--- src/rtl/pb_conditioner.sv ---
// pb_conditioner: push-button front end for WIDTH asynchronous inputs.
// Each channel is synchronised, debounced and edge-detected. A registered
// priority encoder reports the lowest channel that rose.
//
// Ports:
//   hwclk      - system clock
//   reset      - synchronous, active-high reset
//   pb         - raw asynchronous button inputs, active-high
//   pb_level   - debounced level per channel
//   pb_rise    - one-cycle pulse when pb_level[i] goes 0->1
//   pb_fall    - one-cycle pulse when pb_level[i] goes 1->0
//   key_strobe - one-cycle pulse, at least one rise in the previous cycle
//   key_code   - lowest channel index that rose, held between strobes
//   key_multi  - valid with key_strobe, more than one channel rose together
module pb_conditioner #(
    parameter int unsigned WIDTH           = 21,
    parameter int unsigned SYNC_STAGES     = 2,
    parameter int unsigned DEBOUNCE_CYCLES = 10,
    localparam int unsigned CNT_W          = $clog2(DEBOUNCE_CYCLES + 1),
    localparam int unsigned CODE_W         = $clog2(WIDTH)
) (
    input  logic              hwclk,
    input  logic              reset,
    input  logic [WIDTH-1:0]  pb,
    output logic [WIDTH-1:0]  pb_level,
    output logic [WIDTH-1:0]  pb_rise,
    output logic [WIDTH-1:0]  pb_fall,
    output logic              key_strobe,
    output logic [CODE_W-1:0] key_code,
    output logic              key_multi
);

    logic [SYNC_STAGES-1:0][WIDTH-1:0] sync_q;
    logic [WIDTH-1:0][CNT_W-1:0]       cnt_q, cnt_d;
    logic [WIDTH-1:0]                  level_q, level_d;
    logic [WIDTH-1:0]                  rise_q, rise_d;
    logic [WIDTH-1:0]                  fall_q, fall_d;
    logic                              strobe_q, strobe_d;
    logic [CODE_W-1:0]                 code_q, code_d;
    logic                              multi_q, multi_d;
    logic [WIDTH-1:0]                  sync;

    assign sync = sync_q[SYNC_STAGES-1];

    // Synchroniser chains: stage 0 samples the raw pins.
    always_ff @(posedge hwclk) begin
        if (reset) begin
            sync_q <= '0;
        end else begin
            sync_q[0] <= pb;
            for (int s = 1; s < int'(SYNC_STAGES); s++) begin
                sync_q[s] <= sync_q[s-1];
            end
        end
    end

    // Debounce: accept a new level only after DEBOUNCE_CYCLES consecutive
    // disagreeing cycles; any agreement restarts the count.
    always_comb begin
        cnt_d   = cnt_q;
        level_d = level_q;
        for (int i = 0; i < int'(WIDTH); i++) begin
            if (sync[i] == level_q[i]) begin
                cnt_d[i] = '0;
            end else if (cnt_q[i] == CNT_W'(DEBOUNCE_CYCLES - 1)) begin
                level_d[i] = sync[i];
                cnt_d[i]   = '0;
            end else begin
                cnt_d[i] = cnt_q[i] + CNT_W'(1);
            end
        end
        rise_d = level_d & ~level_q;
        fall_d = ~level_d & level_q;
    end

    // Key encoder works from the registered rise pulses, so it lags by one cycle.
    always_comb begin
        strobe_d = |rise_q;
        code_d   = code_q;
        multi_d  = 1'b0;
        if (|rise_q) begin
            for (int i = int'(WIDTH) - 1; i >= 0; i--) begin
                if (rise_q[i]) begin
                    code_d = CODE_W'(i);
                end
            end
            // Clearing the lowest set bit leaves something iff two or more were set.
            multi_d = |(rise_q & (rise_q - WIDTH'(1)));
        end
    end

    always_ff @(posedge hwclk) begin
        if (reset) begin
            cnt_q    <= '0;
            level_q  <= '0;
            rise_q   <= '0;
            fall_q   <= '0;
            strobe_q <= 1'b0;
            code_q   <= '0;
            multi_q  <= 1'b0;
        end else begin
            cnt_q    <= cnt_d;
            level_q  <= level_d;
            rise_q   <= rise_d;
            fall_q   <= fall_d;
            strobe_q <= strobe_d;
            code_q   <= code_d;
            multi_q  <= multi_d;
        end
    end

    assign pb_level   = level_q;
    assign pb_rise    = rise_q;
    assign pb_fall    = fall_q;
    assign key_strobe = strobe_q;
    assign key_code   = code_q;
    assign key_multi  = multi_q;

endmodule

--- config.mk ---
export PLATFORM = sky130hd
export DESIGN_NAME = pb_conditioner
export DESIGN_NICKNAME = d
export VERILOG_FILES = /design/src/rtl/pb_conditioner.sv
export SDC_FILE = /design/constraint.sdc
export NUM_CORES = 1
export LEC_CHECK = 0
export CORE_MARGIN = 5
export CORE_UTILIZATION = 55
export DETAILED_ROUTE_END_ITERATION = 16
export PLACE_DENSITY = 0.82
export SLEW_MARGIN = 20
export SYNTH_ARGS = -nofsm -noshare
export SYNTH_HDL_FRONTEND = slang
export SYNTH_SLANG_ARGS = --single-unit
--- constraint.sdc ---
create_clock -name hwclk -period 2 [get_ports hwclk]
set_input_delay 0.3 -clock hwclk [delete_from_list [all_inputs] [get_ports hwclk]]
set_output_delay 0.3 -clock hwclk [all_outputs]
set_load 0.05 [all_outputs]
==> impl_metrics.py, run 1 <==
metrics = {
    "outcome": {
        "outcome": "complete, no violations",
    },
    "route": {
        "vias_per_cell": 5.06,
        "route.antenna.remaining_nets": 0,
        "drc": 0,
        "detail_route.first_pass.iterations": 4,
        "num_vias": 5112,
        "wire_per_inst_um": 13.8,
        "drt_iter0_drc": 226,
        "drt-total-wl_um": 14000,
    },
    "cells_and_area": {
        "syn_to_final_growth_pct": 25.3,
        "seqCellArea_mm2": 0.00392,
        "multi_input_area_mm2": 0.00319,
        "layout.nets": 887,
        "fin_area_mm2": 0.00908,
        "final_cell_mix": "dfxtp_1, nor2_1, clkdlybuf4s50_1, nor2b_1",
        "final_common_cell": "dfxtp_1",
        "fin_util": 0.694,
        "antenna_cells": 0,
        "drive_gt1_frac": 0.0827,
        "n_fill_cell": 934,
    },
    "critical_path": {
        "critPathKind": "reg2out",
        "worstSetupStartpointType": "flip-flop",
        "path_max_fanout": 5,
        "cp.arrival_ps": 1650,
        "crit_chain": "clkdlybuf4s50_1",
        "required_ps": 1700,
        "slowest_stage": "clkdlybuf4s50_1",
        "cp_top_family": "buffers and inverters",
        "end_kind": "output port",
        "path_buf_inv": 1,
        "critPathMaxStageDelay_ps": 830,
    },
    "global_route": {
        "antenna_found_initial": 0,
        "grt_usage": 0.184,
        "overflow": 0,
        "grt_max_degree": 60,
        "grt_pass1_vias": 5144,
        "grt_pass1_wl_um": 23400,
    },
    "power_and_ir_drop": {
        "p_int_mw": 6.39,
        "p_per_area_mw_per_mm2": 867,
        "power.total_mw": 7.88,
        "pwr-share-clk": 0.472,
        "seqPwrFrac": 0.506,
        "p_leak_nw": 3.91,
        "p_switching_mw": 1.49,
        "combPwrFrac": 0.022,
        "sw_frac_of_total": 0.189,
        "irDropWorstVdd_mv": 0.626,
    },
    "clocking": {
        "cts_sinks": 196,
        "cts_tree": "built",
        "htreeDepth": 4,
        "clock_latency_ps": 430,
        "cts_inserted_buffers": 17,
        "path_clk_slew_ps": 60,
        "ctsLongestPathBuffers": 2,
        "hold_buffers": 0,
        "postCtsSetupBuffers": 0,
        "cts_root_buffer": "clkbuf_16",
    },
    "floorplanning": {
        "die_x_um": 125,
        "start_util": 0.554,
        "die_h_um": 125,
        "dieArea_mm2": 0.0156,
        "num_io_pins": 93,
        "row_count": 42,
        "core_mm2": 0.0131,
    },
    "synthesis": {
        "synthAdderAreaFrac": 0.0752,
        "synth_xor_area_frac": 0.0761,
        "netlist_instances": 714,
        "synthDistinctLibCells": 43,
        "avgSynthCellArea_um2": 10.2,
        "synthMuxAreaShare": 0.0290,
        "ys_ff_latch": 196,
        "syn_area_mm2": 0.00725,
        "synth_top_family_by_area": "simple AND/OR/NAND/NOR gates",
        "synth-simple-area-share": 0.228,
        "yosysWarnings": 0,
        "synth_compound_area_frac": 0.0305,
        "yosysSeqAreaShare": 0.541,
        "syn_nets": 779,
    },
    "sta": {
        "fin_tns_setup_ps": 0,
        "hold_viol": 0,
        "drv_slew": 0,
        "fmax_mhz": 512,
        "min_period_ps": 1950,
        "setup_viol": 0,
        "fin_crit_sh": 0.977,
        "max_slew_margin": 0.593,
        "skew_ps": 3.73,
        "worst_pin_slew_ps": 610,
        "setup_slack_ps": 45.8,
    },
    "place": {
        "pre_cts_ws_ps": 129,
        "dp_hpwl_um": 10300,
        "globalplace.congestion": 0.857,
        "portBuffers": 92,
        "placed_area_mm2": 0.00839,
    },
    "job": {
        "cap_viol_max_count": 0,
    },
    "min_path": {
        "hold_class": "in2reg",
    },
}
final cells by class:
cell class / count / area share
multi-input cells: 479 / 0.351
clock inverters: 9 / 0.0191
well taps: 176 / 0.0242
clock buffers: 22 / 0.0533
flip-flops and latches: 196 / 0.432
inverters: 24 / 0.00992
repair buffers: 104 / 0.110
power groups by stage:
stage	registers [mW]	clock network [mW]	logic [mW]
final	3.99	3.72	0.172
after global routing	3.99	3.95	0.194
after floorplan	4.07	0	0.105
after global placement	4.07	0	0.164
after detailed placement	4.08	0	0.173
after CTS	3.99	3.77	0.175
worst paths after layout:
path / from / to / slack (ps) / cells after the start
worst max register to register: pb_rise[3] / key_multi / 160 / 6
worst max-delay path: pb_level[12] / pb_level[12] / 50 / 1
worst min register to register: sync_q[15] / sync[15] / 440 / 1
worst min-delay path: reset / pb_level[17] / 360 / 2
per-layer routing:
metal	vias up	wire length (um)	global-route usage	part of all wire
met5	-	0	0	0
met4	0	366	0.0804	0.026
met3	23	669	0.0545	0.048
met2	91	7410	0.343	0.53
met1	2406	5500	0.189	0.39
li1	2592	-	-	-
per-stage QoR:
stage                     hold slack, ps  std cells
after detailed placement             421        979
final                                361       1010
after global placement               417        979
after floorplan                      414        714
after global routing                 385       1010
after CTS                            363       1010
kinds of logic after synthesis:
| group | Yosys count |
|---|---|
| flops | 196 |
| xor+xnor | 63 |
| simple gates | 321 |
| mux | 21 |
| fa+ha+maj | 44 |
| compound gates | 30 |
| buf+inv | 39 |
cells in the mapped netlist:
cell | count | area (um2)
dfxtp_1 | 196 | 3920
nor2_1 | 143 | 537
nor2b_1 | 44 | 275
ha_1 | 42 | 526
xnor2_1 | 42 | 368
nand2_1 | 28 | 105
nor3_1 | 28 | 140
inv_1 | 24 | 90.1
mux2i_1 | 21 | 210
nand3_1 | 21 | 105
nand3b_1 | 21 | 158
nor4b_1 | 21 | 184
xor2_1 | 21 | 184
clkbuf_1 | 8 | 30.0
buf_1 | 7 | 26.3
a21oi_1 | 5 | 25.0
o31ai_1 | 5 | 37.5
o21ai_0 | 4 | 20.0
nor4_4 | 3 | 63.8
a211oi_1 | 2 | 15.0
a311oi_1 | 2 | 17.5
maj3_1 | 2 | 20.0
nand2b_1 | 2 | 12.5
nor4_1 | 2 | 12.5
or2_1 | 2 | 12.5
a2111oi_0 | 1 | 8.76
a22oi_1 | 1 | 7.51
a31oi_1 | 1 | 6.26
and4b_1 | 1 | 10.0
nand3_2 | 1 | 10.0
nand4_1 | 1 | 6.26
nor2_2 | 1 | 6.26
o2111a_1 | 1 | 11.3
o2111ai_1 | 1 | 8.76
o211ai_1 | 1 | 7.51
o21bai_1 | 1 | 7.51
o22ai_1 | 1 | 6.26
o31a_1 | 1 | 8.76
o32ai_1 | 1 | 8.76
o41ai_1 | 1 | 8.76
o41ai_2 | 1 | 16.3
or2_2 | 1 | 6.26
or4_1 | 1 | 7.51
state kept, by name (all words and copies together), names as in the netlist:
name        flops
cnt_q          84
pb_fall        21
pb_level       21
pb_rise        21
sync           21
sync_q         21
key_code        5
key_multi       1
key_strobe      1
repair_timing:
item,CTS,global route
pin swaps,0,0
setup endpoints to repair,8,18
gates resized for setup,8,16
Note: power is estimated with default switching activity, not from simulation.
==> run 2: changes to the inputs <==
Settings changed: CORE_ASPECT_RATIO set to 0.5, CTS_CLUSTER_DIAMETER set to 200.
==> impl_metrics.py, run 2 (synthesized netlist as in run 1, its figures left out) <==
metrics = {
    "floorplanning": {
        "dieArea_mm2": 0.0157,
        "start_util": 0.568,
        "die_h_um": 91.2,
        "num_io_pins": 93,
        "die_x_um": 172,
        "core_mm2": 0.0128,
        "row_count": 29,
    },
    "clocking": {
        "cts_root_buffer": "clkbuf_16",
        "path_clk_slew_ps": 70,
        "cts_tree": "built",
        "clock_latency_ps": 420,
        "ctsLongestPathBuffers": 2,
        "cts_inserted_buffers": 17,
        "cts_sinks": 196,
        "htreeDepth": 4,
    },
    "global_route": {
        "overflow": 0,
        "use_met1": 0.224,
        "grt_pass1_vias": 4899,
        "grt_usage": 0.177,
        "grt_use_met3": 0.0356,
        "antenna_found_initial": 0,
        "grt_pass1_wl_um": 22700,
        "grt_max_degree": 46,
        "grt.busiest_layer": "met2",
        "grt_use_met2": 0.308,
    },
    "power_and_ir_drop": {
        "p_per_area_mw_per_mm2": 855,
        "p_leak_nw": 3.94,
        "irDropWorstVdd_mv": 0.509,
    },
    "critical_path": {
        "rr_endpoint": "key_multi",
        "critPathKind": "reg2out",
        "critPathMaxStageDelay_ps": 830,
        "slowest_stage": "clkdlybuf4s50_1",
        "reg2reg_from": "pb_rise[6]",
        "end_kind": "output port",
        "cp.arrival_ps": 1660,
        "r2r_slack_ps": 50,
        "path_buf_inv": 1,
        "required_ps": 1700,
        "path_max_fanout": 5,
        "crit_chain": "clkdlybuf4s50_1",
        "cp_top_family": "buffers and inverters",
        "worst_r2r_path_depth": 6,
        "worstSetupStartpointType": "flip-flop",
    },
    "route": {
        "drc": 0,
        "wire_per_inst_um": 13.6,
        "drt-total-wl_um": 13700,
        "drt_iter0_drc": 293,
        "num_vias": 5039,
        "detail_route.first_pass.iterations": 4,
        "route.antenna.remaining_nets": 0,
        "vias_per_cell": 5.01,
    },
    "sta": {
        "skew_ps": 11.1,
        "hold_viol": 0,
        "min_period_ps": 1960,
        "setup_slack_ps": 37.9,
        "worst_pin_slew_ps": 536,
        "drv_slew": 0,
        "fmax_mhz": 510,
        "hold-worst-slack_ps": 317,
        "setup_viol": 0,
        "fin_crit_sh": 0.981,
        "max_slew_margin": 0.641,
        "rsz0062_at_grt": "false",
        "fin_tns_setup_ps": 0,
    },
    "min_path": {
        "hold-path-endpoint": "sync_q[20]",
        "hold_path.startpoint": "reset",
        "whs_path_depth": 2,
        "hold_class": "in2reg",
    },
    "cells_and_area": {
        "final_cell_mix": "dfxtp_1, nor2_1, clkdlybuf4s50_1, nor2b_1",
        "fin_area_mm2": 0.00909,
        "largest_reg_flops": 84,
        "drive_gt1_frac": 0.0850,
        "layout.nets": 887,
        "fin_util": 0.712,
        "syn_to_final_growth_pct": 25.4,
        "final_common_cell": "dfxtp_1",
        "largest-register": "cnt_q",
        "antenna_cells": 0,
    },
    "outcome": {
        "outcome": "complete, no violations",
    },
    "place": {
        "placed_area_mm2": 0.00837,
        "pre_cts_ws_ps": 148,
        "dp_hpwl_um": 9600,
        "globalplace.congestion": 0.808,
        "portBuffers": 92,
    },
    "job": {
        "cap_viol_max_count": 0,
    },
}
[run 2: changes by cell type in the layout (fill, tap and decap cells not counted), sizes merged]
cell           delta
inv               +5
buf               -2
dlygate4sd2       -3
bufinv            -1
clkdlybuf4s50     +2
dlymetal6s2s      +3
clkbuf            -3
clkinvlp          +1
clkinv            -1
[run 2: how the worst max path moves through the flow]
stage | endpoint | slack, ps | start | depth (start not counted)
6_report | pb_level[14] | 40 | pb_level[14] | 1
5_1_grt | pb_level[14] | 0.2 | pb_level[14] | 1
4_1_cts | pb_rise[19] | 1 | pb_rise[19] | 1
3_5_place_dp | key_multi | 150 | pb_rise[3] | 6
3_3_place_gp | key_multi | 230 | pb_rise[3] | 6
2_1_floorplan | key_multi | 110 | pb_rise[7] | 6
[run 2: layout make-up]
cell class                      instances  area [um2]
Fill cell                             939        3680
Clock inverter                         13         198
Tap cell                              170         213
Clock buffer                           19         433
Timing Repair Buffer                  104        1030
Sequential cell                       196        3930
Inverter                               24        90.1
Multi-Input combinational cell        479        3200
[run 2: per-layer routing]
layer	up-vias	part of all wire
met5	-	0
met1	2362	0.45
li1	2591	-
met3	14	0.037
met4	0	0.012
met2	72	0.50
[run 2: what timing repair did]
item | 4_1_cts | 5_1_grt
setup buffers | 0 | 4
endpoints found under the setup margin | 5 | 19
pin swaps | 0 | 7
hold buffers | 0 | 0
resized for setup | 5 | 24
hold endpoints to repair | 0 | 0
gates cloned | 0 | 0
[run 2: power by group]
group	leakage, nW	switching [mW]	total [mW]	internal [mW]
clock	0.308	1.49	3.61	2.13
sequential	1.59	0.0338	3.99	3.95
combinational	2.04	0.0818	0.172	0.0906
total	3.94	1.60	7.77	6.17
[run 2: per-stage QoR]
stage	cells	total power, mW
2_1_floorplan	714	4.17
3_3_place_gp	969	4.24
3_5_place_dp	969	4.25
4_1_cts	1001	7.81
5_1_grt	1005	8.03
6_report	1005	7.77
==> run 3: changes to the inputs <==
Settings changed: CTS_CLUSTER_SIZE set to 20, GPL_ROUTABILITY_DRIVEN set to 0, SKIP_CTS_REPAIR_TIMING set to 1.
==> impl_metrics.py, run 3 (synthesized netlist as in run 1, its figures left out) <==
metrics = {
    "cells_and_area": {
        "seqCellArea_mm2": 0.00393,
        "final_cell_mix": "dfxtp_1, nor2_1, clkdlybuf4s50_1, nor2b_1",
        "final_common_cell": "dfxtp_1",
        "drive_gt1_frac": 0.0850,
        "fin_area_mm2": 0.00911,
        "multi_input_area_mm2": 0.00320,
        "n_fill_cell": 929,
        "syn_to_final_growth_pct": 25.7,
        "largest-register": "cnt_q",
        "largest_reg_flops": 84,
        "fin_util": 0.713,
        "antenna_cells": 0,
        "layout.nets": 887,
        "instances_no_fill": 1005,
    },
    "min_path": {
        "hold_path.startpoint": "reset",
        "whs_path_depth": 2,
        "hold-path-endpoint": "sync_q[20]",
        "hold_class": "in2reg",
    },
    "route": {
        "wire_per_inst_um": 13.6,
        "drt-total-wl_um": 13700,
        "route.antenna.remaining_nets": 0,
        "drc": 0,
        "detail_route.first_pass.iterations": 4,
        "vias_per_cell": 5.01,
        "drt_iter0_drc": 263,
        "num_vias": 5040,
    },
    "clocking": {
        "ctsLongestPathBuffers": 2,
        "cts_tree": "built",
        "cts_inserted_buffers": 17,
        "clock_latency_ps": 420,
        "cts_sinks": 196,
        "htreeDepth": 4,
        "path_clk_slew_ps": 70,
        "cts_root_buffer": "clkbuf_16",
    },
    "sta": {
        "worst_pin_slew_ps": 548,
        "hold_viol": 0,
        "max_slew_margin": 0.634,
        "drv_slew": 0,
        "fin_crit_sh": 0.981,
        "setup_viol": 0,
        "skew_ps": 11.4,
        "min_period_ps": 1960,
        "fmax_mhz": 510,
        "rsz0062_at_grt": "false",
    },
    "global_route": {
        "overflow": 0,
        "grt_pass1_wl_um": 22700,
        "grt_pass1_vias": 4899,
        "grt_usage": 0.177,
        "grt_max_degree": 46,
        "antenna_found_initial": 0,
    },
    "critical_path": {
        "slowest_stage": "clkdlybuf4s50_1",
        "cp_top_family": "buffers and inverters",
        "rr_endpoint": "key_multi",
        "path_buf_inv": 1,
        "required_ps": 1700,
        "reg2reg_from": "pb_rise[6]",
        "end_kind": "output port",
        "worstSetupStartpointType": "flip-flop",
        "crit_chain": "clkdlybuf4s50_1",
        "critPathLaunch": "pb_level[14]",
        "critPathKind": "reg2out",
        "cp.arrival_ps": 1660,
        "path_max_fanout": 5,
        "critPathMaxStageDelay_ps": 830,
        "worst_r2r_path_depth": 6,
        "r2r_slack_ps": 40,
    },
    "floorplanning": {
        "die_x_um": 172,
        "num_io_pins": 93,
        "row_count": 29,
        "start_util": 0.568,
        "dieArea_mm2": 0.0157,
        "core_mm2": 0.0128,
        "die_h_um": 91.2,
    },
    "job": {
        "cap_viol_max_count": 0,
    },
    "power_and_ir_drop": {
        "p_per_area_mw_per_mm2": 853,
        "p_leak_nw": 4.01,
        "irDropWorstVdd_mv": 0.509,
    },
    "place": {
        "placed_area_mm2": 0.00837,
        "portBuffers": 92,
        "dp_cells": 969,
        "dp_hpwl_um": 9600,
    },
    "outcome": {
        "outcome": "complete, no violations",
    },
}
run 3: cell types whose count changed in the layout (fill, tap and decap cells not counted), sizes merged:
cell | previous run | this run
dlygate4sd2 | 5 | 0
dlymetal6s2s | 18 | 23
run 3: through the flow:
step | setup TNS [ps] | setup WS [ps] | hold slack (ps) | power [mW]
floorplan | 0 | 106 | 414 | 4.17
global placement | 0 | 228 | 416 | 4.24
detailed placement | 0 | 148 | 425 | 4.25
CTS | -197 | -89.9 | 319 | 7.81
global route | 0 | 0.163 | 338 | 8.03
finish | 0 | 37.7 | 317 | 7.77
run 3: cell type report:
type                            count  area share
Clock buffer                       19      0.0475
Sequential cell                   196       0.431
Tap cell                          170      0.0233
Clock inverter                     13      0.0217
Inverter                           24     0.00989
Multi-Input combinational cell    479       0.351
Timing Repair Buffer              104       0.115
run 3: where the power goes:
part           leakage, nW  switching [mW]  internal (mW)  total (mW)
Combinational         2.11          0.0818         0.0906       0.172
Sequential            1.59          0.0338           3.95        3.99
Clock                0.308            1.48           2.13        3.61
run 3: worst max path at each step:
stage / endpoint / slack [ps] / depth (start not counted)
after floorplan: key_multi / 110 / 6
after global placement: key_multi / 230 / 6
after detailed placement: key_multi / 150 / 6
after CTS: pb_rise[17] / -90 / 1
after global routing: pb_level[14] / 0.2 / 1
final: pb_level[14] / 40 / 1
run 3: per-layer routing:
| layer | vias to the layer above | share of wire | track usage |
|---|---|---|---|
| met5 | - | 0 | 0 |
| met4 | 0 | 0.012 | 0.0517 |
| met2 | 70 | 0.50 | 0.308 |
| met3 | 14 | 0.037 | 0.0356 |
| met1 | 2364 | 0.45 | 0.224 |
| li1 | 2592 | - | - |
run 3: worst reg2reg max path, cell delays in order, from the launching register on:
cell and delay, ps:
dfxtp_2 360, nor4_4 400, nand3_2 160, or2_4 270, o41ai_4 310, and4b_1 240, a311oi_1 90
